### config.mk
export PLATFORM = sky130hd
export DESIGN_NAME = scp_cmd_scheduler
export DESIGN_NICKNAME = d
export VERILOG_FILES = /design/src/rtl/scp_pkg.sv /design/src/rtl/rr_arbiter.sv /design/src/rtl/scp_cmd_scheduler.sv
export SDC_FILE = /design/constraint.sdc
export NUM_CORES = 1
export LEC_CHECK = 0
export ABC_AREA = 1
export BUFFER_PORTS_ARGS = -buffer_cell sky130_fd_sc_hd__buf_2
export CAP_MARGIN = 15
export CORE_ASPECT_RATIO = 0.7
export CORE_MARGIN = 2
export CORE_UTILIZATION = 45
export CTS_BUF_LIST = sky130_fd_sc_hd__clkbuf_8
export DETAILED_ROUTE_END_ITERATION = 6
export GPL_TIMING_DRIVEN = 0
export PLACE_DENSITY = 0.65
export RECOVER_POWER = 50
export SLEW_MARGIN = 20
export SYNTH_ARGS = -nofsm -noshare
export SYNTH_HDL_FRONTEND = slang
export SYNTH_HIERARCHICAL = 1
export SYNTH_SLANG_ARGS = --single-unit
export TNS_END_PERCENT = 50
### constraint.sdc
create_clock -name clock -period 5.9 [get_ports clock]
set_input_delay 0.885 -clock clock [delete_from_list [all_inputs] [get_ports clock]]
set_output_delay 0.885 -clock clock [all_outputs]
set_load 0.05 [all_outputs]
### src/rtl/scp_pkg.sv
// Shared encodings for the SCP-079 command scheduler: command codes, sequencer
// state codes, scheduler FSM states, counter widths and the legality rule.
package scp_pkg;

    localparam int unsigned CMD_W      = 2;
    localparam int unsigned SEQ_W      = 3;
    localparam int unsigned HOLD_CNT_W = 4;
    localparam int unsigned LOCK_CNT_W = 6;
    localparam int unsigned RED_CNT_W  = 8;

    typedef enum logic [CMD_W-1:0] {
        CMD_NONE   = 2'b00,
        CMD_GREEN  = 2'b01,
        CMD_YELLOW = 2'b10,
        CMD_RED    = 2'b11
    } cmd_e;

    typedef enum logic [SEQ_W-1:0] {
        SEQ_LAYLOW  = 3'b000,
        SEQ_CHEAT   = 3'b001,
        SEQ_ATK_SEC = 3'b010,
        SEQ_ATK_DB  = 3'b011,
        SEQ_FAIL    = 3'b100,
        SEQ_CONNECT = 3'b101
    } seq_state_e;

    typedef enum logic {
        ST_IDLE = 1'b0,
        ST_HOLD = 1'b1
    } fsm_state_e;

    // Whether a command may be issued while the sequencer is in state st.
    function automatic logic cmd_legal(input cmd_e cmd, input logic [SEQ_W-1:0] st);
        logic ok;
        ok = 1'b0;
        case (cmd)
            CMD_GREEN, CMD_RED: ok = !(st inside {SEQ_CHEAT, SEQ_FAIL, SEQ_CONNECT});
            CMD_YELLOW:         ok = !(st inside {SEQ_LAYLOW, SEQ_CHEAT, SEQ_FAIL, SEQ_CONNECT});
            default:            ok = 1'b0;
        endcase
        return ok;
    endfunction

    // Command to {green, yellow, red} line pattern.
    function automatic logic [2:0] cmd_lines(input cmd_e cmd);
        logic [2:0] lines;
        lines = 3'b000;
        case (cmd)
            CMD_GREEN:  lines = 3'b100;
            CMD_YELLOW: lines = 3'b010;
            CMD_RED:    lines = 3'b001;
            default:    lines = 3'b000;
        endcase
        return lines;
    endfunction

endpackage

### src/rtl/rr_arbiter.sv
// Round-robin picker: returns the first requesting index at or after ptr.
//   req       in   N       request vector
//   ptr       in   PTR_W   index with highest priority this cycle
//   gnt_c     out  N       one-hot winner (zero when nothing requests)
//   gnt_idx_c out  PTR_W   binary index of the winner
//   any_c     out  1       at least one request present
module rr_arbiter #(
    parameter  int unsigned N     = 4,
    localparam int unsigned PTR_W = $clog2(N)
) (
    input  logic [N-1:0]     req,
    input  logic [PTR_W-1:0] ptr,
    output logic [N-1:0]     gnt_c,
    output logic [PTR_W-1:0] gnt_idx_c,
    output logic             any_c
);

    logic [PTR_W-1:0] idx;
    logic             found;

    // Scan N positions starting at ptr, wrapping modulo N.
    always_comb begin
        gnt_c     = '0;
        gnt_idx_c = '0;
        found     = 1'b0;
        idx       = '0;
        for (int unsigned k = 0; k < N; k++) begin
            idx = PTR_W'((32'(ptr) + k) % N);
            if (!found && req[idx]) begin
                found      = 1'b1;
                gnt_c[idx] = 1'b1;
                gnt_idx_c  = idx;
            end
        end
        any_c = found;
    end

endmodule

### src/rtl/scp_cmd_scheduler.sv
// Shares the single green/yellow/red command port of the SCP-079 sequencer among
// N_REQ requesters: class priority (red > yellow > green), round-robin within a
// class, legality filtering against seq_state, HOLD_CYCLES-wide command pulses and
// a red lockout window.
//   clock, reset        clock; asynchronous active-high reset
//   req_valid/req_cmd   per-requester pending flag and 2-bit command
//   seq_state           current sequencer state
//   grant, cmd_reject   one-cycle consume pulse (reject when filtered out)
//   green/yellow/red    command lines, one-hot or idle
//   busy                command being held
//   red_count           reds issued, saturating
module scp_cmd_scheduler
    import scp_pkg::*;
#(
    parameter int unsigned N_REQ       = 4,
    parameter int unsigned HOLD_CYCLES = 1,
    parameter int unsigned RED_LOCKOUT = 16
) (
    input  logic                   clock,
    input  logic                   reset,
    input  logic [N_REQ-1:0]       req_valid,
    input  logic [2*N_REQ-1:0]     req_cmd,
    input  logic [2:0]             seq_state,
    output logic [N_REQ-1:0]       grant,
    output logic                   cmd_reject,
    output logic                   green,
    output logic                   yellow,
    output logic                   red,
    output logic                   busy,
    output logic [7:0]             red_count
);

    localparam int unsigned PTR_W = $clog2(N_REQ);

    if (N_REQ < 2 || N_REQ > 8 || HOLD_CYCLES < 1 || HOLD_CYCLES > 15 || RED_LOCKOUT > 63) begin : g_param_err
        $error("scp_cmd_scheduler: parameter out of range");
    end

    fsm_state_e            state_q, state_d;
    logic [N_REQ-1:0]      grant_q, grant_d;
    logic                  reject_q, reject_d;
    logic [2:0]            lines_q, lines_d;      // {green, yellow, red}
    logic                  busy_q, busy_d;
    logic [HOLD_CNT_W-1:0] hold_cnt_q, hold_cnt_d;
    logic [LOCK_CNT_W-1:0] lockout_q, lockout_d;
    logic [PTR_W-1:0]      ptr_q, ptr_d;
    logic [RED_CNT_W-1:0]  red_count_q, red_count_d;

    logic [N_REQ-1:0]      red_vec_c, yellow_vec_c, green_vec_c, none_vec_c;
    logic [N_REQ-1:0]      arb_req_c, arb_gnt_c;
    logic [PTR_W-1:0]      arb_idx_c;
    logic                  arb_any_c;
    cmd_e                  win_cmd_c;
    logic                  win_legal_c;

    // Split live requests by class. The requester granted last cycle may still be
    // presenting valid while it sees the grant, so it is masked for one cycle.
    always_comb begin
        red_vec_c    = '0;
        yellow_vec_c = '0;
        green_vec_c  = '0;
        none_vec_c   = '0;
        for (int unsigned i = 0; i < N_REQ; i++) begin
            if (req_valid[i] && !grant_q[i]) begin
                case (cmd_e'(req_cmd[2*i +: 2]))
                    CMD_RED:    red_vec_c[i]    = 1'b1;
                    CMD_YELLOW: yellow_vec_c[i] = 1'b1;
                    CMD_GREEN:  green_vec_c[i]  = 1'b1;
                    default:    none_vec_c[i]   = 1'b1;
                endcase
            end
        end
    end

    // Class priority; reds wait (not rejected) while the lockout runs. Valid
    // requests carrying no command are flushed at the lowest priority.
    always_comb begin
        arb_req_c = none_vec_c;
        win_cmd_c = CMD_NONE;
        if (lockout_q == '0 && |red_vec_c) begin
            arb_req_c = red_vec_c;
            win_cmd_c = CMD_RED;
        end else if (|yellow_vec_c) begin
            arb_req_c = yellow_vec_c;
            win_cmd_c = CMD_YELLOW;
        end else if (|green_vec_c) begin
            arb_req_c = green_vec_c;
            win_cmd_c = CMD_GREEN;
        end
        win_legal_c = cmd_legal(win_cmd_c, seq_state);
    end

    rr_arbiter #(
        .N (N_REQ)
    ) u_rr_arbiter (
        .req       (arb_req_c),
        .ptr       (ptr_q),
        .gnt_c     (arb_gnt_c),
        .gnt_idx_c (arb_idx_c),
        .any_c     (arb_any_c)
    );

    // Next-state and registered-output logic.
    always_comb begin
        state_d     = state_q;
        grant_d     = '0;
        reject_d    = 1'b0;
        lines_d     = lines_q;
        busy_d      = busy_q;
        hold_cnt_d  = hold_cnt_q;
        ptr_d       = ptr_q;
        red_count_d = red_count_q;
        lockout_d   = (lockout_q != '0) ? lockout_q - LOCK_CNT_W'(1) : lockout_q;

        case (state_q)
            ST_IDLE: begin
                if (arb_any_c) begin
                    grant_d = arb_gnt_c;
                    ptr_d   = (arb_idx_c == PTR_W'(N_REQ - 1)) ? '0 : arb_idx_c + PTR_W'(1);
                    if (win_legal_c) begin
                        lines_d    = cmd_lines(win_cmd_c);
                        busy_d     = 1'b1;
                        hold_cnt_d = HOLD_CNT_W'(HOLD_CYCLES - 1);
                        state_d    = ST_HOLD;
                        if (win_cmd_c == CMD_RED && red_count_q != '1) begin
                            red_count_d = red_count_q + RED_CNT_W'(1);
                        end
                    end else begin
                        reject_d = 1'b1;
                    end
                end
            end
            ST_HOLD: begin
                if (hold_cnt_q == '0) begin
                    state_d = ST_IDLE;
                    lines_d = 3'b000;
                    busy_d  = 1'b0;
                    // Lockout starts as the red line falls.
                    if (lines_q[0]) begin
                        lockout_d = LOCK_CNT_W'(RED_LOCKOUT);
                    end
                end else begin
                    hold_cnt_d = hold_cnt_q - HOLD_CNT_W'(1);
                end
            end
            default: state_d = ST_IDLE;
        endcase
    end

    always_ff @(posedge clock or posedge reset) begin
        if (reset) begin
            state_q     <= ST_IDLE;
            grant_q     <= '0;
            reject_q    <= 1'b0;
            lines_q     <= 3'b000;
            busy_q      <= 1'b0;
            hold_cnt_q  <= '0;
            lockout_q   <= '0;
            ptr_q       <= '0;
            red_count_q <= '0;
        end else begin
            state_q     <= state_d;
            grant_q     <= grant_d;
            reject_q    <= reject_d;
            lines_q     <= lines_d;
            busy_q      <= busy_d;
            hold_cnt_q  <= hold_cnt_d;
            lockout_q   <= lockout_d;
            ptr_q       <= ptr_d;
            red_count_q <= red_count_d;
        end
    end

    assign grant      = grant_q;
    assign cmd_reject = reject_q;
    assign green      = lines_q[2];
    assign yellow     = lines_q[1];
    assign red        = lines_q[0];
    assign busy       = busy_q;
    assign red_count  = red_count_q;

endmodule
==> Yosys cells after proc, flatten, opt, wreduce, memory -nomap -nowiden <==
Index checks and enable logic that the tools add are counted.
{ "word_totals": {"register_bits": 30, "latch_bits": 0, "ramBits": 0, "romBits": 0, "input_bits": 17, "output_inout_bits": 17, "wordCells": 186, "memories": 0} }
{ "op_classes": {"add_sub_neg": 7, "mul": 0, "div_mod_pow": 0, "n_lt_le_gt_ge": 8, "eq_ne": 24, "shift": 0, "muxes": 94, "bitwise": 4, "n_reduce_logical": 40} }
{ "op_table": {"columns": ["cell", "n"], "rows": [
  ["2-to-1 mux 1 bit", 54],
  ["2-to-1 mux 4 bit", 12],
  ["2-to-1 mux 6 bit", 4],
  ["== test 2 bit (second input constant)", 11],
  ["2-to-1 mux 2 bit", 7],
  ["logical AND 1 bit", 13],
  ["less-than comparator 2 x 3 -> 1 bit (second input constant)", 4],
  ["bitwise OR 4 bit", 3],
  ["OR reduction 3 bit", 4],
  ["OR reduction 4 bit", 3],
  ["== test 2 x 1 -> 1 bit (second input constant)", 5],
  ["zero test 1 bit", 9],
  ["2-to-1 mux 3 bit", 3],
  ["one-hot mux 3 bit (3 select lines)", 1],
  ["adder 8 x 1 -> 8 bit (second input constant)", 1],
  ["binary-select mux 1 bit (select 2 bit)", 4],
  ["demux 1 bit (select 2 bit)", 4],
  [">= comparator 2 x 1 -> 1 bit (second input constant)", 4],
  ["inequality test 8 bit (second input constant)", 1],
  ["one-hot mux 4 bit (2 select lines)", 1],
  ["== test 3 bit (second input constant)", 2],
  ["zero test 6 bit", 1],
  ["inequality test 2 bit (second input constant)", 3],
  ["one-hot mux 1 bit (2 select lines)", 3],
  ["17 further kinds", 20]
]} }

==> Longest topological paths before layout <==
Gate-level depths: netlist of the first run.
{ "depth": {"ltp_word": 21, "mapped_depth": 23, "depth_no_buf": 21} }

==> Cells and area by module <==
Netlist of the first run, hierarchy kept.
{ "modules_own_cells": {"columns": ["mod", "instances", "cells_per_inst", "area_each_um2", "seq_area_each_um2"], "rows": [
  ["scp_cmd_scheduler", 1, 244, 1831.8, 750.7],
  ["rr_arbiter", 1, 74, 440.4, 0.0]
]} }

==> Worst setup path before layout of the first run <==
Ideal clock, no wire load.
{ "synth_timing": {"kind": "input -> register", "startpoint": "input port req_cmd[7]", "endpoint": "register red_count_q[2] (netlist: red_count[2])", "setup_time_ps": 122, "arrival_ps": 3148, "required_ps": 5778, "setup_slack_ps": 2630, "stages": 22, "path_buffers": 2, "path_cell_list": "inv_1 nor2_1 nand2_1 nand2_1 nor2_2 inv_1 a21oi_1 nand3_1 a31oi_1 inv_1 nand2_1 nand3_4 nand2_4 nor2_4 buf_6 nand4_1 inv_1 nor2_1 nand3_4 buf_6 nand2_2 o21ai_2"} }
{ "synth_between": {"elab_chain_cells": 20, "elab_cells_between_ends": 47, "cone_classes": "6 x eq/ne; 27 x mux; 14 x reduce/logical"} }
{ "synth_rtl": {"columns": ["element", "line_no", "source"], "rows": [
  ["start, declared", "scp_cmd_scheduler.sv:22", "input logic [2*N_REQ-1:0] req_cmd,"],
  ["== test 2 x 1 -> 1 bit or == test 2 bit (tied branches)", "scp_cmd_scheduler.sv:65", "case (cmd_e'(req_cmd[2*i +: 2]))"],
  ["2-to-1 mux 1 bit or OR reduction 3 bit (tied branches)", null, null],
  ["2-to-1 mux 1 bit (on tied branches)", "scp_cmd_scheduler.sv:64, scp_cmd_scheduler.sv:65", null],
  ["OR reduction 4 bit or 2-to-1 mux 1 bit (tied branches)", "scp_cmd_scheduler.sv:86, scp_cmd_scheduler.sv:64", null],
  ["2-to-1 mux 4 bit", "scp_cmd_scheduler.sv:86", "end else if (|green_vec_c) begin"],
  ["2-to-1 mux 4 bit", "scp_cmd_scheduler.sv:83", "end else if (|yellow_vec_c) begin"],
  ["2-to-1 mux 4 bit *", "scp_cmd_scheduler.sv:80", "if (lockout_q == '0 && |red_vec_c) begin"],
  ["net arb_req_c[3]", "scp_cmd_scheduler.sv:50", "logic [N_REQ-1:0] arb_req_c, arb_gnt_c;"],
  ["[6 not listed]", null, null],
  ["zero test 1 bit", "rr_arbiter.sv:29", "if (!found && req[idx]) begin"],
  ["logical AND 1 bit", "rr_arbiter.sv:29", null],
  ["2-to-1 mux 1 bit", "rr_arbiter.sv:29", null],
  ["zero test 1 bit", "rr_arbiter.sv:29", null],
  ["logical AND 1 bit", "rr_arbiter.sv:29", null],
  ["2-to-1 mux 1 bit *", "rr_arbiter.sv:29", null],
  ["net arb_any_c", "scp_cmd_scheduler.sv:52", "logic arb_any_c;"],
  ["AND reduction 4 bit (no source line) *", null, null],
  ["end signal, assigned", "scp_cmd_scheduler.sv:170", "red_count_q <= red_count_d;"],
  ["end, declared", "scp_cmd_scheduler.sv:47", "logic [RED_CNT_W-1:0] red_count_q, red_count_d;"]
]} }
Mark *: on every way through the listed nets, which the timed path passes. The rest lies on a longest branch. The select of a mux whose other input is x is not followed.
A chain may end at the register's enable or synchronous reset.

==> Final worst setup path of the first run <==
{ "layout_timing": {"startpoint": "register lockout_q[0]", "endpoint": "register red_count_q[2] (netlist: red_count[2])"} }
{ "layout_between": {"elab_chain_cells": 16, "elab_cells_between_ends": 29, "cone_classes": "3 x eq/ne; 15 x mux; 11 x reduce/logical"} }
{ "layout_rtl": {"columns": ["element", "line_no", "source"], "rows": [
  ["start, declared", "scp_cmd_scheduler.sv:45", "logic [LOCK_CNT_W-1:0] lockout_q, lockout_d;"],
  ["start signal, assigned", "scp_cmd_scheduler.sv:168", "lockout_q <= lockout_d;"],
  ["zero test 6 bit *", "scp_cmd_scheduler.sv:80", null],
  ["logical AND 1 bit *", "scp_cmd_scheduler.sv:80", null],
  ["2-to-1 mux 4 bit *", "scp_cmd_scheduler.sv:80", null],
  ["net arb_req_c[1]", "scp_cmd_scheduler.sv:50", null],
  ["binary-select mux 1 bit (select 2 bit)", "rr_arbiter.sv:29", null],
  ["2-to-1 mux 1 bit (implied by the code)", "rr_arbiter.sv:29", null],
  ["2-to-1 mux 1 bit", "rr_arbiter.sv:29", null],
  ["zero test 1 bit", "rr_arbiter.sv:29", null],
  ["[2 not listed]", null, null],
  ["zero test 1 bit", "rr_arbiter.sv:29", null],
  ["logical AND 1 bit", "rr_arbiter.sv:29", null],
  ["2-to-1 mux 1 bit", "rr_arbiter.sv:29", null],
  ["zero test 1 bit", "rr_arbiter.sv:29", null],
  ["logical AND 1 bit", "rr_arbiter.sv:29", null],
  ["2-to-1 mux 1 bit *", "rr_arbiter.sv:29", null],
  ["net arb_any_c", "scp_cmd_scheduler.sv:52", null],
  ["AND reduction 4 bit (no source line) *", null, null]
]} }
Marked as above.

==> results of run 1 <==
critical path: stages, from the launching register on:
cell and delay (ps):
dfrtp_1 380, inv_1 100, ha_1 190, nand2_2 70, nor2_1 190, nand2_2 60, nor2_1 280, nand2_2 120
buf_6 160, a31oi_1 260, inv_1 70, nand2_1 90, nand3_2 180, nand2_4 120, nor2_4 50, buf_6 130
nand4_1 150, inv_1 80, nor2_1 380, nand3_4 180, buf_6 200, nand2_2 60, o21ai_2 50
kinds of logic (layout without fill, tap and decap cells):
kind of cell    Yosys count  in the layout  share of synthesized area [%]
simple gates            181            181                          37.61
buf+inv                  50             91                          9.251
compound gates           38             38                          11.12
flops                    30             30                          33.04
fa+ha+maj                10             10                          5.507
xor+xnor                  9              9                          3.469
flip-flops by register name, indices dropped and copies added, names as in the netlist:
register    flops
lines_q         3
lockout_q       6
grant           4
ptr_q           2
state_q         1
cmd_reject      1
busy            1
hold_cnt_q      4
red_count       8
power by group through the flow:
stage | Clock (mW) | Combinational [mW] | Sequential [mW]
global placement | 0 | 0.741 | 0.328
CTS | 0.173 | 0.758 | 0.325
global route | 0.183 | 0.852 | 0.329
detailed placement | 0 | 0.756 | 0.328
floorplan | 0 | 0.521 | 0.395
finish | 0.167 | 0.753 | 0.321
worst paths after layout:
check / endpoint / from / cells after the start
setup / recovery: red_count[2]$_DFFE_PP0P_ / lockout_q[0]$_DFF_PP0_ / 22
hold / removal: busy$_DFFE_PP0P_ / busy$_DFFE_PP0P_ / 2
setup reg to reg: red_count[2]$_DFFE_PP0P_ / lockout_q[0]$_DFF_PP0_ / 22
hold reg to reg: busy$_DFFE_PP0P_ / busy$_DFFE_PP0P_ / 2
max in group asynchronous: lockout_q[2]$_DFF_PP0_ / reset / 2
min in group asynchronous: red_count[3]$_DFFE_PP0P_ / reset / 2
layout by cell type (no fill, tap or decap):
cell type	Yosys	layout
nand2_2	13	13
o211ai_1	1	1
ha_1	10	10
buf_6	3	3
nor2_2	1	1
nand4_1	11	11
clkbuf_8	0	6
nand3_1	30	30
nand2_1	75	75
inv_1	44	45
o21ai_0	4	4
o21bai_1	1	1
a21oi_1	14	14
a21boi_0	5	5
a21oi_4	1	1
buf_2	0	31
nand3_4	2	2
o31ai_1	1	1
clkinv_1	1	1
clkbuf_1	0	2
nor2_4	3	1
inv_2	2	2
dfrtp_1	30	30
xnor2_1	6	6
nand2_4	1	1
xor2_1	3	3
or2_2	1	1
nand3_2	1	1
nand3b_1	1	1
clkinv_2	0	1
a31oi_1	4	4
nor2_1	38	40
nor3_1	4	4
o21ai_2	7	7
stage by stage:
| step | hold slack (ps) | utilization (%) |
|---|---|---|
| final | 472.0 | 54.02 |
| after global routing | 496.1 | 54.02 |
| after CTS | 477.7 | 54.38 |
| after detailed placement | 460.7 | 52.49 |
| after global placement | 456.5 | 52.49 |
| after floorplan | 480.8 | - |
area by class of cell:
type | instances | area, sq um | area share [%]
Inverter | 47 | 176.4 | 6.792
Multi-Input combinational cell | 238 | 1296 | 49.90
Tap cell | 69 | 86.33 | 3.324
Buffer | 3 | 33.78 | 1.301
Clock buffer | 6 | 82.58 | 3.179
Sequential cell | 30 | 750.7 | 28.90
Timing Repair Buffer | 33 | 162.7 | 6.262
Clock inverter | 2 | 8.758 | 0.3372
metal layers:
metal	share of wire [%]	wire length, um	global-route usage [%]	up-vias
met5	0	0	0	-
met4	0.34	17	3.545	0
met1	53	2625	29.78	965
met3	6.3	316	4.718	4
met2	41	2039	28.64	55
li1	-	-	-	1100
==> impl_metrics.toml, run 1 <==
[sta]
rsz0062_at_grt = "no"
max_freq_mhz = 273.3
tightest_slew_ps = 1125
final_max_slew_viol_count = 0
tns_ps = 0
period_share_pct = 62.01
relSlewSlack_pct = 24.91
fin_ws_ps = 2242
clock_skew_ps = 7.979
period_minus_slack_ps = 3658
setup_viol = 0
hold_violations = 0

[detailed_routing]
vias = 2124
via_per_inst = 4.963
drt_first_iter_violations = 117
wl_um = 4999
first_pass_iters = 4
ant_nets = 0
post-route-drc-count = 0
routedWlPerCell_um = 11.68

[logic_synthesis]
synth_nets = 345
synth_area_leaders = "dfrtp_1 33%, nand2_1 12%, inv_1 7.3%"
yosysTopAreaCell = "dfrtp_1"
ys_types = 30
seq_area_frac_synth_pct = 33.04
synth_edf_count = 0
postSynthAreaPerCell_sq_um = 7.145
synth-seq-cells = 30
syn_inst = 318
yosysWarnings = 6
synth_top_area_share_pct = 33.04
synth_common_cells = "75 x nand2_1, 44 x inv_1, 38 x nor2_1, 30 x dfrtp_1, 30 x nand3_1"
yosysMostFrequentCell = "nand2_1"
async_flop_share_pct = 100.0
synth_ff_type = "dfrtp_1"
synth_area_sq_um = 2272

[worst_setup_path]
r2r_slack_ps = 2240
crit_required_ps = 6070
crit_path_max_fanout = 10
start_kind = "register"
endpoint_kind = "register"
worstSetupPathType = "register to register"
cp.arrival_ps = 3830

[placement]
place.gp.congestion = 0.8679
placed_area_sq_um = 2524
pre_cts_ws_ps = 2021
portBuffers = 33
dp_cells = 420
dp_hpwl_um = 3920

[clock_tree]
cts_sinks = 30
cts.htree.levels = 2
ctsHoldBuffers = 0
cts_resized = 0
cts_buffers = 5
clock-root-buffer = "clkbuf_8"
cts_buffer_depth = 2
clk_pin_slew_ps = 70
cts_setup_buffers = 0
cts_tree = "done"
clk_latency_ps = 280

[grt]
grt_pass1_wl_um = 8763
antenna_found_initial = 0
grt_pass1_vias = 1972
grt_max_degree = 31
grt-ovfl-total = 0
track_usage_pct = 19.62

[pwr]
switchingPower_uw = 646.8
p_clk_share_pct = 13.5
pwr-share-seq_pct = 25.9
switching_share_pct = 52.10
power_mw = 1.241
powerDensity_nw_per_um2 = 478.0
p_leak_nw = 1.382
p_comb_share_pct = 60.6
ir_drop_mv = 0.1730
cellInternalPower_uw = 594.6

[status]
outcome = "finished, final reports clean"

[final_layout]
layout-drive-gt1-share_pct = 19.78
fill_cells = 484
antenna_cells = 0
layoutNonFillerInstCount = 428
final_nets = 385
fin_area_sq_um = 2597
synthToLayoutAreaGrowth_pct = 14.32

[die]
core_sq_um = 4808
rows = 21
die_area_sq_um = 5643
start_util_pct = 47.25
io_pins = 34
die_x_um = 88.93
die_y_um = 63.45

[hold_path]
min_path_type = "register to register"

[flow_run]
maxCapViolCount = 0
No activity file was read; power rests on OpenSTA's default activity.
==> run 2: changes to the inputs <==
--- a/config.mk
+++ b/config.mk
@@ -5,7 +5,7 @@
 export SDC_FILE = /design/constraint.sdc
 export NUM_CORES = 1
 export LEC_CHECK = 0
-export ABC_AREA = 1
+export ABC_AREA = 0
 export BUFFER_PORTS_ARGS = -buffer_cell sky130_fd_sc_hd__buf_2
 export CAP_MARGIN = 15
 export CORE_ASPECT_RATIO = 0.7
@@ -14,7 +14,7 @@
 export CTS_BUF_LIST = sky130_fd_sc_hd__clkbuf_8
 export DETAILED_ROUTE_END_ITERATION = 6
 export GPL_TIMING_DRIVEN = 0
-export PLACE_DENSITY = 0.65
+export PLACE_DENSITY = 0.68
 export RECOVER_POWER = 50
 export SLEW_MARGIN = 20
 export SYNTH_ARGS = -nofsm -noshare
==> constraint.sdc (replaced) <==
create_clock -name clock -period 2.99 [get_ports clock]
set_input_delay 0.4485 -clock clock [delete_from_list [all_inputs] [get_ports clock]]
set_output_delay 0.4485 -clock clock [all_outputs]
set_load 0.05 [all_outputs]
==> run 2 against run 1 <==
- the flow now finishes with violations (setup timing)
- non-clock buffer count rose by 32
- worst setup slack got worse by 2800 ps
- cell count fell by 14%
- combinational power rose to 3.1 times the previous value
- power rose to 2.8 times the previous value
- clock-buffer cell count rose by 2
- critical path type unchanged
==> impl_metrics.toml, run 2 <==
[status]
outcome = "finished, violations left"
violations = "setup timing"

[logic_synthesis]
postSynthAreaPerCell_sq_um = 9.954
async_flop_share_pct = 100.0
synth_edf_count = 0
synth_nets = 254
synth_common_cells = "30 x dfrtp_1, 17 x nor2_1, 15 x nand2_1, 12 x xnor2_1, 11 x inv_1"
yosysMostFrequentCell = "dfrtp_1"
synth_ff_type = "dfrtp_1"
synth_top_area_share_pct = 33.22
yosysTopAreaCell = "dfrtp_1"
synth_area_sq_um = 2260
seq_area_frac_synth_pct = 33.22
synth_area_leaders = "dfrtp_1 33%, ha_1 5.5%, xnor2_1 4.7%"
yosysWarnings = 6
synth-seq-cells = 30
syn_inst = 227
ys_types = 59

[grt]
grt_max_degree = 31
antenna_found_initial = 1
grt-ovfl-total = 0
grt_pass1_wl_um = 9356
track_usage_pct = 21.55
grt_pass1_vias = 1937

[clock_tree]
cts_buffers = 5
cts.htree.levels = 2
cts_sinks = 30
cts_buffer_depth = 2
clk_latency_ps = 280
clk_pin_slew_ps = 70
clock-root-buffer = "clkbuf_8"
ctsHoldBuffers = 0
cts_tree = "done"

[die]
rows = 21
core_sq_um = 4808
die_area_sq_um = 5613
start_util_pct = 46.99
die_y_um = 63.29
io_pins = 34
die_x_um = 88.70

[worst_setup_path]
crit_required_ps = 3160
cp.arrival_ps = 3670
r2r_slack_ps = -510
worstSetupPathType = "register to register"
start_kind = "register"
endpoint_kind = "register"
crit-reg2reg-launch = "grant[2]$_DFF_PP0_"
critPathLaunch = "grant[2]$_DFF_PP0_"
crit_path_max_fanout = 6

[pwr]
pwr-share-seq_pct = 21.9
p_clk_share_pct = 11.1
switching_share_pct = 45.93
powerDensity_nw_per_um2 = 1106
power_mw = 3.469
switchingPower_mw = 1.594
p_comb_share_pct = 67.0
cellInternalPower_mw = 1.876
ir_drop_mv = 0.5774
p_leak_nw = 1.373

[sta]
period_share_pct = 117.2
final_max_slew_viol_count = 0
relSlewSlack_pct = 25.12
rsz0062_at_grt = "yes"
fin_ws_ps = -514.3
period_minus_slack_ps = 3504
hold_violations = 0
max_freq_mhz = 285.4
setup_viol = 24
clock_skew_ps = 4.389
tightest_slew_ps = 1122

[final_layout]
final_cell_mix = "33 x buf_2, 26 x dfrtp_1, 24 x buf_4"
layout-drive-gt1-share_pct = 47.47
final_nets = 323
layoutNonFillerInstCount = 366
synthToLayoutAreaGrowth_pct = 38.76
largest_register_ffs = 8
final_common_cell = "buf_2"
antenna_cells = 0

[detailed_routing]
wl_met2_um = 2457
wl_um = 5669
via_per_inst = 5.620
highest-signal-layer = "met4"
met3_length_um = 391
post-route-drc-count = 0
drt_first_iter_violations = 139
first_pass_iters = 4
met1Wirelength_um = 2755
routedWlPerCell_um = 15.49
vias = 2057
ant_nets = 0

[placement]
place.gp.congestion = 0.8103
dp_cells = 329
dp_hpwl_um = 3813
portBuffers = 33

[flow_run]
maxCapViolCount = 0

[hold_path]
min_path_type = "input pin to asynchronous set/reset pin"
[run 2: layer usage]
| layer | vias to the layer above | track usage (%) |
|---|---|---|
| li1 | 994 | - |
| met1 | 998 | 33.83 |
| met2 | 56 | 29.38 |
| met3 | 9 | 5.636 |
| met4 | 0 | 4.735 |
| met5 | - | 0 |
[run 2: cells by family (layout without fill, tap and decap cells)]
family,Yosys count,count (layout),share of synthesized area (%)
xor+xnor,14,14,5.426
fa+ha+maj,10,10,5.537
mux,8,8,6.367
simple gates,95,95,28.13
buf+inv,17,87,3.820
flops,30,30,33.22
compound gates,53,53,17.50
[run 2: critical path: stages, from the launching register on]
cell and delay, ps:
dfrtp_2 440, nor4bb_2 580, nor4_4 170, a31o_2 280
a22o_1 280, mux4_2 540, nor3_4 260, nand2b_4 100
nor2b_4 140, nand2_4 90, nor3_4 80, nand2_2 100
mux2_4 310
[run 2: cell type report]
class                           count  area, sq um
Buffer                              4        35.03
Multi-Input combinational cell    180         1669
Fill cell                         387         1673
Sequential cell                    30        755.7
Tap cell                           69        86.33
Clock buffer                        8        110.1
Timing Repair Buffer               64        437.9
Inverter                           11        41.29
[run 2: power by group through the flow]
stage               combinational [mW]  clock (mW)  sequential, mW
finish                            2.33       0.385           0.759
global route                      2.52       0.416           0.793
CTS                               2.15       0.394           0.756
detailed placement                1.77           0           0.763
global placement                  1.73           0           0.760
floorplan                         1.22           0           0.944
[run 2: worst paths after layout]
check,end,cells after the start
setup / recovery,red_count[1]$_DFFE_PP0P_,12
hold / removal,lockout_q[5]$_DFF_PP0_,2
setup reg to reg,red_count[1]$_DFFE_PP0P_,12
hold reg to reg,busy$_DFFE_PP0P_,1
max in group asynchronous,grant[3]$_DFF_PP0_,2
min in group clock,busy$_DFFE_PP0P_,1
[run 2: repair_timing]
item / 4_1_cts / 5_1_grt
buffers inserted: 21 / 10
cloned: 0 / 1
pin swaps: 24 / 20
resized for setup: 24 / 26
endpoints found under the hold margin: 0 / 0
endpoints found under the setup margin: 24 / 24
[run 2: metrics by stage]
stage	hold slack [ps]	util [%]	area [sq um]	setup slack, ps	setup TNS [ps]
detailed placement	477.7	53.89	2591	-981.2	-13980
floorplan	505.7	-	2340	-382.2	-4170
CTS	264.2	61.64	2964	-504.9	-8194
finish	443.2	65.21	3136	-514.3	-8406
global route	511.7	65.21	3136	-621.5	-11210
global placement	473.9	53.89	2591	-966.6	-13410
